## config.mk

```make
export PLATFORM = sky130hd
export DESIGN_NAME = cic_decim_scheduler
export DESIGN_NICKNAME = d
export VERILOG_FILES = /design/src/rtl/cic_decim_scheduler.sv
export SDC_FILE = /design/constraint.sdc
export NUM_CORES = 1
export LEC_CHECK = 0
export BUFFER_PORTS_ARGS = -buffer_cell sky130_fd_sc_hd__buf_4
export CORE_ASPECT_RATIO = 1.1
export CORE_MARGIN = 5
export CORE_UTILIZATION = 60
export DETAILED_ROUTE_END_ITERATION = 6
export PLACE_DENSITY = 0.81
export SLEW_MARGIN = 20
export SYNTH_ARGS = -nofsm -noshare
export SYNTH_HDL_FRONTEND = slang
export SYNTH_SLANG_ARGS = --single-unit
```

## constraint.sdc

```tcl
create_clock -name clk -period 3.44 [get_ports clk]
set_input_delay 0.172 -clock clk [delete_from_list [all_inputs] [get_ports clk]]
set_output_delay 0.172 -clock clk [all_outputs]
set_load 0.05 [all_outputs]
```

## src/rtl/cic_decim_scheduler.sv

```systemverilog
`timescale 1ns/1ps
// Multi-channel CIC decimation scheduler: per-channel rate counters feeding a
// round-robin arbiter for the single shared comb section, with overrun tracking.
module cic_decim_scheduler #(
   parameter int NCH      = 4,
   parameter int RW       = 8,
   parameter int DEF_RATE = 4
) (
   input  logic                   clk,
   input  logic                   reset_n,
   input  logic [RW-1:0]          rate_in,
   input  logic                   rate_load,
   input  logic [NCH-1:0]         in_valid,
   input  logic                   comb_ready,
   input  logic                   clear_ovr,
   output logic                   comb_en,
   output logic [$clog2(NCH)-1:0] comb_ch,
   output logic [NCH-1:0]         pending,
   output logic [NCH-1:0]         overrun,
   output logic                   busy
);

   localparam int CW = $clog2(NCH);

   logic [RW-1:0]  rate_r;
   logic [RW-1:0]  cnt_r [NCH];
   logic [NCH-1:0] pending_r;
   logic [NCH-1:0] overrun_r;
   logic           comb_en_r;
   logic [CW-1:0]  comb_ch_r;
   logic [CW-1:0]  last_grant_r;
   logic           busy_r;

   logic [RW-1:0]  cnt_nxt_s [NCH];
   logic [NCH-1:0] event_s;
   logic [NCH-1:0] grant_s;
   logic           grant_vld_s;
   logic [CW-1:0]  grant_idx_s;
   logic [NCH-1:0] ovr_set_s;
   logic [NCH-1:0] pending_nxt_s;
   logic [NCH-1:0] overrun_nxt_s;
   logic [RW-1:0]  load_rate_s;

   // Per-channel sample counters and decimation event detection.
   always_comb begin
      for (int i = 0; i < NCH; i++) begin
         event_s[i]   = 1'b0;
         cnt_nxt_s[i] = cnt_r[i];
         if (in_valid[i]) begin
            if (cnt_r[i] == (rate_r - RW'(1))) begin
               cnt_nxt_s[i] = {RW{1'b0}};
               event_s[i]   = 1'b1;
            end else begin
               cnt_nxt_s[i] = cnt_r[i] + RW'(1);
            end
         end else begin
            cnt_nxt_s[i] = cnt_r[i];
         end
      end
   end

   // Round-robin search starting one past the last granted channel.
   always_comb begin : arb
      int cand;
      grant_s     = {NCH{1'b0}};
      grant_vld_s = 1'b0;
      grant_idx_s = last_grant_r;
      cand        = 0;
      for (int k = 1; k <= NCH; k++) begin
         cand = int'(last_grant_r) + k;
         if (cand >= NCH) begin
            cand = cand - NCH;
         end else begin
            cand = cand;
         end
         if (comb_ready && !grant_vld_s && pending_r[CW'(cand)]) begin
            grant_vld_s          = 1'b1;
            grant_idx_s          = CW'(cand);
            grant_s[CW'(cand)]   = 1'b1;
         end else begin
            grant_vld_s = grant_vld_s;
         end
      end
   end

   // Pending/overrun next state; a granted channel may re-arm in the same cycle.
   always_comb begin
      ovr_set_s     = event_s & pending_r & ~grant_s;
      pending_nxt_s = (pending_r & ~grant_s) | event_s;
      overrun_nxt_s = (overrun_r & ~{NCH{clear_ovr}}) | ovr_set_s;
      if (rate_in == {RW{1'b0}}) begin
         load_rate_s = RW'(1);
      end else begin
         load_rate_s = rate_in;
      end
   end

   // State update: reset, then rate reload, then normal scheduling.
   always_ff @(posedge clk) begin
      if (!reset_n) begin
         rate_r       <= RW'(DEF_RATE);
         for (int i = 0; i < NCH; i++) begin
            cnt_r[i] <= {RW{1'b0}};
         end
         pending_r    <= {NCH{1'b0}};
         overrun_r    <= {NCH{1'b0}};
         comb_en_r    <= 1'b0;
         comb_ch_r    <= {CW{1'b0}};
         last_grant_r <= CW'(NCH - 1);
         busy_r       <= 1'b0;
      end else if (rate_load) begin
         rate_r       <= load_rate_s;
         for (int i = 0; i < NCH; i++) begin
            cnt_r[i] <= {RW{1'b0}};
         end
         pending_r    <= {NCH{1'b0}};
         overrun_r    <= overrun_r;
         comb_en_r    <= 1'b0;
         comb_ch_r    <= comb_ch_r;
         last_grant_r <= last_grant_r;
         busy_r       <= 1'b0;
      end else begin
         rate_r       <= rate_r;
         for (int i = 0; i < NCH; i++) begin
            cnt_r[i] <= cnt_nxt_s[i];
         end
         pending_r    <= pending_nxt_s;
         overrun_r    <= overrun_nxt_s;
         comb_en_r    <= grant_vld_s;
         busy_r       <= |pending_nxt_s;
         if (grant_vld_s) begin
            comb_ch_r    <= grant_idx_s;
            last_grant_r <= grant_idx_s;
         end else begin
            comb_ch_r    <= comb_ch_r;
            last_grant_r <= last_grant_r;
         end
      end
   end

   assign comb_en = comb_en_r;
   assign comb_ch = comb_ch_r;
   assign pending = pending_r;
   assign overrun = overrun_r;
   assign busy    = busy_r;

endmodule
```

==> results.ini, run 1 <==
[global_routing]
grtUsageTotal_pct=20.8
gr-total-overflow=0
grt_pass1_wl_um=13000
antenna_found_initial=0
grt_pass1_vias=2613
grt_max_degree=20

[finish]
fill_cells=495
final_cells=451
multiInputGateArea_sq_mm=0.00222
regArea_sq_mm=0.00132
nets=400
stdcell_area_sq_mm=0.00403
num_antenna_cells=0
final_cell_mix=nor2_1, buf_4, dfxtp_1, edfxtp_1, xnor3_1
drive_gt1_share_pct=15.4
post-route-util_pct=66.2
area_delta_synth_final_pct=9.60

[critical_path]
reg2reg_to=busy
r2r_start=last_grant_r[0]
reg2reg_slack_ps=390
rr_worst_depth=8
start_kind=register
cp.required_ps=3630
cp-end-kind=register
cp_max_fo=11
worst-setup-path-type=reg -> reg
crit_end=busy
cp-startpoint=last_grant_r[0]
arrival_ps=3230

[placement]
place_area_sq_mm=0.00394
dpl.cell_count=443
port_buffers=28
dp_hpwl_um=5730
routabilityCongestion=0.903

[cts]
clk_latency_ps=310
cts_htree_levels=2
cts_buffer_depth=2
cts_buffers=5
cts_resized=0
hold_buffers=0
cts_tree=yes
post_cts_buffers=0
cts.sinks=54
clockRootBuffer=clkbuf_8
path_clk_slew_ps=100

[synthesis]
postSynthNetCount=377
syn_area_sq_mm=0.00367
synth-edff-count=24
synth.distinct_cells=56
ys_ff_latch=54
syn_avg_cell_area_sq_um=10.6
synth_ff_type=dfxtp_1
synth_cells=347
seq_area_frac_synth_pct=36.0
async_flop_share_pct=0
ys_warn_count=0

[sta]
finClkSkew_ps=14.3
timing.final.crit_share_pct=88.6
slew_viol_final=0
setup_viol=0
fmax_mhz=328
slew_headroom_pct=41.2
post-route-min-period_ps=3050
final_hold_viol_count=0
rsz0062_at_grt=no
worst_slew_pin_slew_ps=859
setup_tns_ps=0

[routing]
ant_nets=0
viasPerCell=6.07
drt_pass1_iterations=5
wl_per_cell_um=17.5
num_vias=2739
drt_wl_total_um=7910
route.detailed.drc=0
drt_iter0_drc=214

[pwr]
power.switching_w=0.000344
p_int_w=0.000961
switching_share_pct=26.4
seq_power_share_pct=56.6
cellLeakagePower_nw=1.69
powerDensity_mw_per_mm2=324
peakVddDrop_v=0.000217
p_comb_share_pct=15.6
clkPwrFrac_pct=27.8

[die]
die_x_um=84.6
rows=30
core_sq_mm=0.00608
initial_utilization_pct=60.4
die_h_um=92.1
die_area_sq_mm=0.00779
design.portCount=29

[min_path]
hp-class=in -> reg

[job]
maxCapViolations=0

[status]
status=complete, no violations

==> final cells by class <==
type | count | area share (%)
multi-input combinational | 263 | 55.1
sequential | 54 | 32.8
timing repair buffer | 33 | 6.15
tap | 80 | 2.49
clock buffer | 6 | 1.90
inverter | 13 | 1.21
clock inverter | 2 | 0.342
==> power by group through the flow <==
stage | logic (W) | clock network (W) | registers [W]
global placement | 0.000196 | 0 | 0.000751
global route | 0.000222 | 0.000395 | 0.000743
floorplan | 0.000161 | 0 | 0.000738
finish | 0.000203 | 0.000363 | 0.000739
CTS | 0.000203 | 0.000369 | 0.000738
detailed placement | 0.000201 | 0 | 0.000752
==> kinds of logic after synthesis <==
kind of cell	share of synthesized area, %
buffers and inverters	3.64
xor gates and xnor gates	19.9
DFF	36.0
AOI/OAI and AO/OA	9.57
and+or+nand+nor	20.6
adders and majority gates	4.43
muxes	5.86
==> synthesized netlist by cell type, drive strengths merged, types with 4 or more instances <==
cell	instances	area, sq um
a21oi	6	30.0
a32o	7	70.1
and2	6	37.5
and3	16	101
buf	8	51.3
clkbuf	9	33.8
dfxtp	30	601
edfxtp	24	721
ha	13	163
inv	13	48.8
mux2	4	45.0
mux2i	8	80.1
mux4	4	90.1
nand2	13	48.8
nand2b	4	25.0
nand3	17	85.1
nand4	6	37.5
nor2	33	124
nor2b	9	56.3
nor3	4	31.3
nor3b	7	63.8
nor4	5	37.5
o21ai	14	70.1
xnor2	14	123
xnor3	20	452
xor2	18	158
==> worst min path at each step <==
stage,start,cells past startpoint,endpoint,slack [ps]
global placement,rate_in[2],3,rate_r[2],400
detailed placement,rate_in[2],3,rate_r[2],410
floorplan,reset_n,1,rate_r[1],300
CTS,rate_in[2],3,rate_r[2],90
global route,rate_in[2],3,rate_r[2],100
finish,rate_in[2],3,rate_r[2],90
==> registers in the layout, indices dropped and copies added (netlist names) <==
register      count
busy              1
cnt_r            32
comb_ch           2
comb_en           1
last_grant_r      2
overrun           4
pending           4
rate_r            8
==> layer usage <==
metal	routed length (um)	vias up	share of wire (%)	GRT usage [%]
met3	292	14	3.7	3.23
li1	-	1314	-	-
met5	0	-	0	0
met4	130	0	1.6	6.07
met2	3910	73	49	35.5
met1	3580	1338	45	27.3
==> critical path, stage by stage, from the launching register on <==
cell and delay, ps:
dfxtp_1 330, inv_1 130, ha_1 470, or3b_2 500, a2111oi_0 780, o211ai_1 180, and4_1 240, a21oi_1 160
a41oi_1 140
==> metrics by stage <==
stage	total power [W]	hold WS, ps	worst slack (ps)
global placement	0.000947	405	458
finish	0.00131	93.0	392
global route	0.00136	101	104
CTS	0.00131	91.1	410
detailed placement	0.000954	413	408
floorplan	0.000899	300	305
(Power assumes the default switching activity.)
==> run 2, diff against run 1 <==
- CORE_UTILIZATION: 60 -> 61
- PLACE_DENSITY: 0.81 -> 0.82
==> results.ini, run 2 (synthesis gave the netlist of run 1 again) <==
[critical_path]
r2r_start=last_grant_r[0]
crit_family=compound AO/OA/AOI/OAI gates
worstPathCellList=inv_1, ha_1, or3b_2, a2111oi_0, o211ai_1, and4_1, a21oi_1, a41oi_1
cpPeakStageDelay_ps=840  ; +60 ps
cp-end-kind=register
rr_worst_depth=8  ; unchanged
reg2reg_to=busy
path_buf_inv=1  ; unchanged
cp_max_fo=11  ; unchanged
reg2reg_slack_ps=300  ; -100 ps
start_kind=register
cp.required_ps=3620  ; about the same
worst-setup-path-type=reg -> reg
critPathSlowestCell=a2111oi_0
arrival_ps=3330  ; +100 ps

[pwr]
peakVddDrop_v=0.000221  ; +1.8%
power_w=0.00143  ; +9.9%
cellLeakagePower_nw=1.70  ; +0.61%
powerDensity_mw_per_mm2=354  ; +9.1%

[die]
rows=29  ; -3.3%
design.portCount=29  ; unchanged
core_sq_mm=0.00581  ; -4.5%
die_area_sq_mm=0.00768  ; -1.5%
die_x_um=84.0  ; -0.73%
die_h_um=91.4  ; -0.73%
initial_utilization_pct=63.3  ; +2.9 points

[placement]
routabilityCongestion=0.902  ; about the same
pre_cts_slack_ps=358  ; -49.9 ps
port_buffers=28  ; unchanged
place_area_sq_mm=0.00392  ; -0.48%
dp_hpwl_um=5800  ; +1.2%

[sta]
slew_headroom_pct=37.7  ; -3.5 points
worst_slew_pin_slew_ps=911  ; +51.4 ps
setup_tns_ps=0  ; unchanged
slew_viol_final=0  ; unchanged
fmax_mhz=318  ; -3.1%
setup_slack_ps=295  ; -96.8 ps
whs_ps=92.5  ; -0.470 ps
finClkSkew_ps=9.99  ; -4.31 ps
timing.final.crit_share_pct=91.4  ; +2.8 points
final_hold_viol_count=0  ; unchanged
rsz0062_at_grt=no
setup_viol=0  ; unchanged
post-route-min-period_ps=3140  ; +96.8 ps

[job]
maxCapViolations=0  ; unchanged

[finish]
fill_cells=446  ; -9.9%
top_register=cnt_r
drive_gt1_share_pct=14.9  ; -0.46 points
stdcell_area_sq_mm=0.00406  ; +0.71%
area_delta_synth_final_pct=10.4
largest_register_ffs=32  ; unchanged
final_cell_mix=nor2_1, buf_4, dfxtp_1, edfxtp_1, xnor3_1
nets=398  ; -0.50%
num_antenna_cells=0  ; unchanged
regArea_sq_mm=0.00132  ; unchanged
layout.cells.most_common=nor2_1
largestRegisters=cnt_r x32, rate_r x8
multiInputGateArea_sq_mm=0.00222  ; unchanged

[cts]
path_clk_slew_ps=100  ; about the same
cts_buffer_depth=2  ; unchanged
hold_buffers=0  ; unchanged
clockRootBuffer=clkbuf_8
cts.sinks=54  ; unchanged
post_cts_buffers=0  ; unchanged
cts_resized=0  ; unchanged
clk_latency_ps=310  ; about the same
cts_buffers=5  ; unchanged
cts_htree_levels=2  ; unchanged
cts_tree=yes

[routing]
drt_iter0_drc=159  ; -26%
drt_pass1_iterations=4  ; -1
viasPerCell=6.11  ; +0.57%
wl_per_cell_um=17.7  ; +1.2%
ant_nets=0  ; unchanged
num_vias=2724  ; -0.55%
drt_wl_total_um=7910  ; about the same
route.detailed.drc=0  ; unchanged

[global_routing]
grt_max_degree=20  ; unchanged
antenna_found_initial=0  ; unchanged
grt_pass1_wl_um=13200  ; +1.4%
grt_pass1_vias=2670  ; +2.2%
grtUsageTotal_pct=21.2  ; +0.42 points
gr-total-overflow=0  ; unchanged

[min_path]
min_from=rate_in[2]
min_path_cells=3  ; unchanged
hold-path-endpoint=rate_r[2]
hp-class=in -> reg

[status]
status=complete, no violations

==> run 2: layout make-up <==
class | instances | area share (%)
clock buffer | 7 | 2.65
clock inverter | 1 | 0.741
inverter | 13 | 1.20
multi-input combinational | 263 | 54.7
sequential | 54 | 32.6
tap | 77 | 2.38
timing repair buffer | 31 | 5.74
==> run 2: metrics by stage <==
stage | utilization (%) | std cells
after global placement | 67.5 | 438
final | 69.8 | 446
after CTS | 69.8 | 446
after global routing | 69.8 | 446
after detailed placement | 67.5 | 438
after floorplan | - | 347
==> run 2: how the worst max path moves through the flow <==
stage                     slack [ps]    endpoint            start  cells after the start
after floorplan                  300  overrun[3]  last_grant_r[1]                     10
after global placement           500        busy  last_grant_r[0]                      8
after detailed placement         360        busy  last_grant_r[0]                      8
after CTS                        340        busy  last_grant_r[0]                      8
after global routing              10        busy  last_grant_r[0]                      8
final                            300        busy  last_grant_r[0]                      8
==> run 2: power by group <==
group / internal [W] / total, W / switching, W
clock network: 0.000281 / 0.000494 / 0.000213
logic: 0.000112 / 0.000202 / 0.0000897
registers: 0.000696 / 0.000738 / 0.0000420
==> run 2: routing by layer <==
| layer | vias to the layer above | share of wire, % | track usage (%) |
|---|---|---|---|
| li1 | 1311 | - | - |
| met1 | 1323 | 45 | 28.8 |
| met2 | 74 | 49 | 34.7 |
| met3 | 16 | 4.1 | 3.26 |
| met4 | 0 | 2.0 | 7.51 |
| met5 | - | 0 | 0 |
==> run 2: worst register-to-register path, stage by stage (launching register included) <==
cell and delay, ps:
dfxtp_1 340, inv_1 130, ha_1 470, or3b_2 510, a2111oi_0 840, o211ai_1 190, and4_1 250, a21oi_1 180
a41oi_1 130
==> run 3, diff against run 2 <==
- CELL_PAD_IN_SITES_DETAIL_PLACEMENT: not set -> 1
- CELL_PAD_IN_SITES_GLOBAL_PLACEMENT: not set -> 2
- CORE_UTILIZATION: 61 -> 40
- PLACE_DENSITY: 0.82 -> 0.81
- RECOVER_POWER: not set -> 50
==> results.ini, run 3 (synthesis gave the netlist of run 1 again) <==
[status]
status=complete, no violations

[finish]
nets=400  ; +0.50%
largestRegisters=cnt_r x32, rate_r x8
fill_cells=1018  ; +130%
top_register=cnt_r
num_antenna_cells=0  ; unchanged
area_delta_synth_final_pct=10.0
layout.cells.most_common=nor2_1
stdcell_area_sq_mm=0.00404  ; -0.31%
largest_register_ffs=32  ; unchanged
drive_gt1_share_pct=11.6  ; -3.3 points
post-route-util_pct=45.3  ; -25 points
final_cell_mix=nor2_1, dfxtp_1, edfxtp_1, xnor3_1, buf_4

[die]
die_h_um=111  ; +21%
core_sq_mm=0.00892  ; +54%
rows=36  ; +24%
initial_utilization_pct=41.2  ; -22 points
die_area_sq_mm=0.0112  ; +46%
design.portCount=29  ; unchanged
die_x_um=101  ; +21%

[critical_path]
r2r_start=rate_r[0]
cpPeakStageDelay_ps=780  ; -60 ps
arrival_ps=3250  ; -80 ps
cp_max_fo=8  ; -3
cp-startpoint=rate_r[0]
reg2reg_slack_ps=270  ; -30 ps
reg2reg_to=cnt_r[3][7]
start_kind=register
cp.required_ps=3520  ; -100 ps
critPathSlowestCell=nor3b_1
crit_end=cnt_r[3][7]
rr_worst_depth=8  ; unchanged
worstPathCellList=inv_1, ha_1, nor3b_1, xnor3_1, nand4_1, nor4_1, nand2b_1, nor2_1
worst-setup-path-type=reg -> reg
cp-end-kind=register

[cts]
path_clk_slew_ps=110  ; about the same
cts_resized=0  ; unchanged
cts_buffers=5  ; unchanged
cts_tree=yes
cts.sinks=54  ; unchanged
clk_latency_ps=330  ; +20 ps
hold_buffers=0  ; unchanged
cts_buffer_depth=2  ; unchanged
cts_htree_levels=2  ; unchanged
post_cts_buffers=0  ; unchanged
clockRootBuffer=clkbuf_8

[sta]
slew_viol_final=0  ; unchanged
worst_slew_pin_slew_ps=938  ; +27.3 ps
setup_viol=0  ; unchanged
post-route-min-period_ps=3170  ; +28.4 ps
rsz0062_at_grt=no
timing.final.crit_share_pct=92.2  ; +0.82 points
finClkSkew_ps=20.1  ; +10.1 ps
final_hold_viol_count=0  ; unchanged
slew_headroom_pct=37.3  ; -0.39 points
fmax_mhz=315  ; -0.89%
setup_tns_ps=0  ; unchanged

[placement]
place_area_sq_mm=0.00398  ; +1.6%
dp_hpwl_um=6900  ; +19%
routabilityCongestion=0.906  ; +0.45%
port_buffers=28  ; unchanged

[min_path]
hp-class=in -> reg
min_path_cells=3  ; unchanged

[global_routing]
grt_pass1_wl_um=15000  ; +14%
grtUsageTotal_pct=17.1  ; -4.2 points
gr-total-overflow=0  ; unchanged
grt_pass1_vias=2874  ; +7.6%
grt_max_degree=20  ; unchanged
antenna_found_initial=0  ; unchanged

[job]
maxCapViolations=0  ; unchanged

[routing]
wl_per_cell_um=19.2  ; +8.5%
ant_nets=0  ; unchanged
drt_iter0_drc=113  ; -29%
route.detailed.drc=0  ; unchanged
drt_wl_total_um=9340  ; +18%
drt_pass1_iterations=4  ; unchanged
num_vias=2729  ; +0.18%
viasPerCell=5.63  ; -7.9%

[pwr]
power_w=0.00138  ; -3.6%
cellLeakagePower_nw=1.64  ; -3.4%
powerDensity_mw_per_mm2=342  ; -3.3%
peakVddDrop_v=0.000212  ; -4.1%

==> run 3: cell types whose count changed in the layout (fill, tap and decap cells not counted), sizes merged <==
cell	before	now
bufinv	1	0
clkbuf	7	21
inv	13	14
buf	31	19
==> run 3: how the worst min path moves through the flow <==
| stage | to | startpoint |
|---|---|---|
| 2_1_floorplan | rate_r[1] | reset_n |
| 3_3_place_gp | rate_r[2] | rate_in[2] |
| 3_5_place_dp | rate_r[2] | rate_in[2] |
| 4_1_cts | rate_r[2] | rate_in[2] |
| 5_1_grt | rate_r[2] | rate_in[2] |
| 6_report | rate_r[2] | rate_in[2] |
==> run 3: routing by layer <==
metal	GRT usage, %	part of all wire (%)
met5	0	0
met4	5.76	2.1
met3	2.84	3.7
met2	27.2	48
met1	23.2	46
==> run 3: cell type report <==
class | instances | area, sq um | share of cell area, %
clock buffers | 7 | 108 | 2.66
clock inverters | 1 | 8.76 | 0.217
inverters | 13 | 48.8 | 1.21
multi-input cells | 263 | 2220 | 54.9
flip-flops and latches | 54 | 1320 | 32.7
well taps | 114 | 143 | 3.53
repair buffers | 33 | 195 | 4.83
==> run 3: where the power goes <==
group          leakage (nW)  switching [W]  internal, W  total [W]
clock                0.0600       0.000228     0.000211   0.000439
combinational          1.06      0.0000931     0.000110   0.000204
sequential            0.521      0.0000437     0.000696   0.000740
total                  1.64       0.000365      0.00102    0.00138
==> run 3: per-stage QoR <==
step                setup WS [ps]  cells  hold slack, ps
floorplan                     305    347             300
global placement              393    477             407
detailed placement            255    477             413
CTS                           246    485            68.2
global route                 8.26    485            79.1
finish                        267    485            76.1
==> run 3: worst max-delay path, delay by kind of cell, from the launching register on <==
family	cells	cell delay (ps)
buffers and inverters	1	130
DFF	1	470
and+or+nand+nor	5	1860
xor gates and xnor gates	1	260
adders and majority gates	1	210
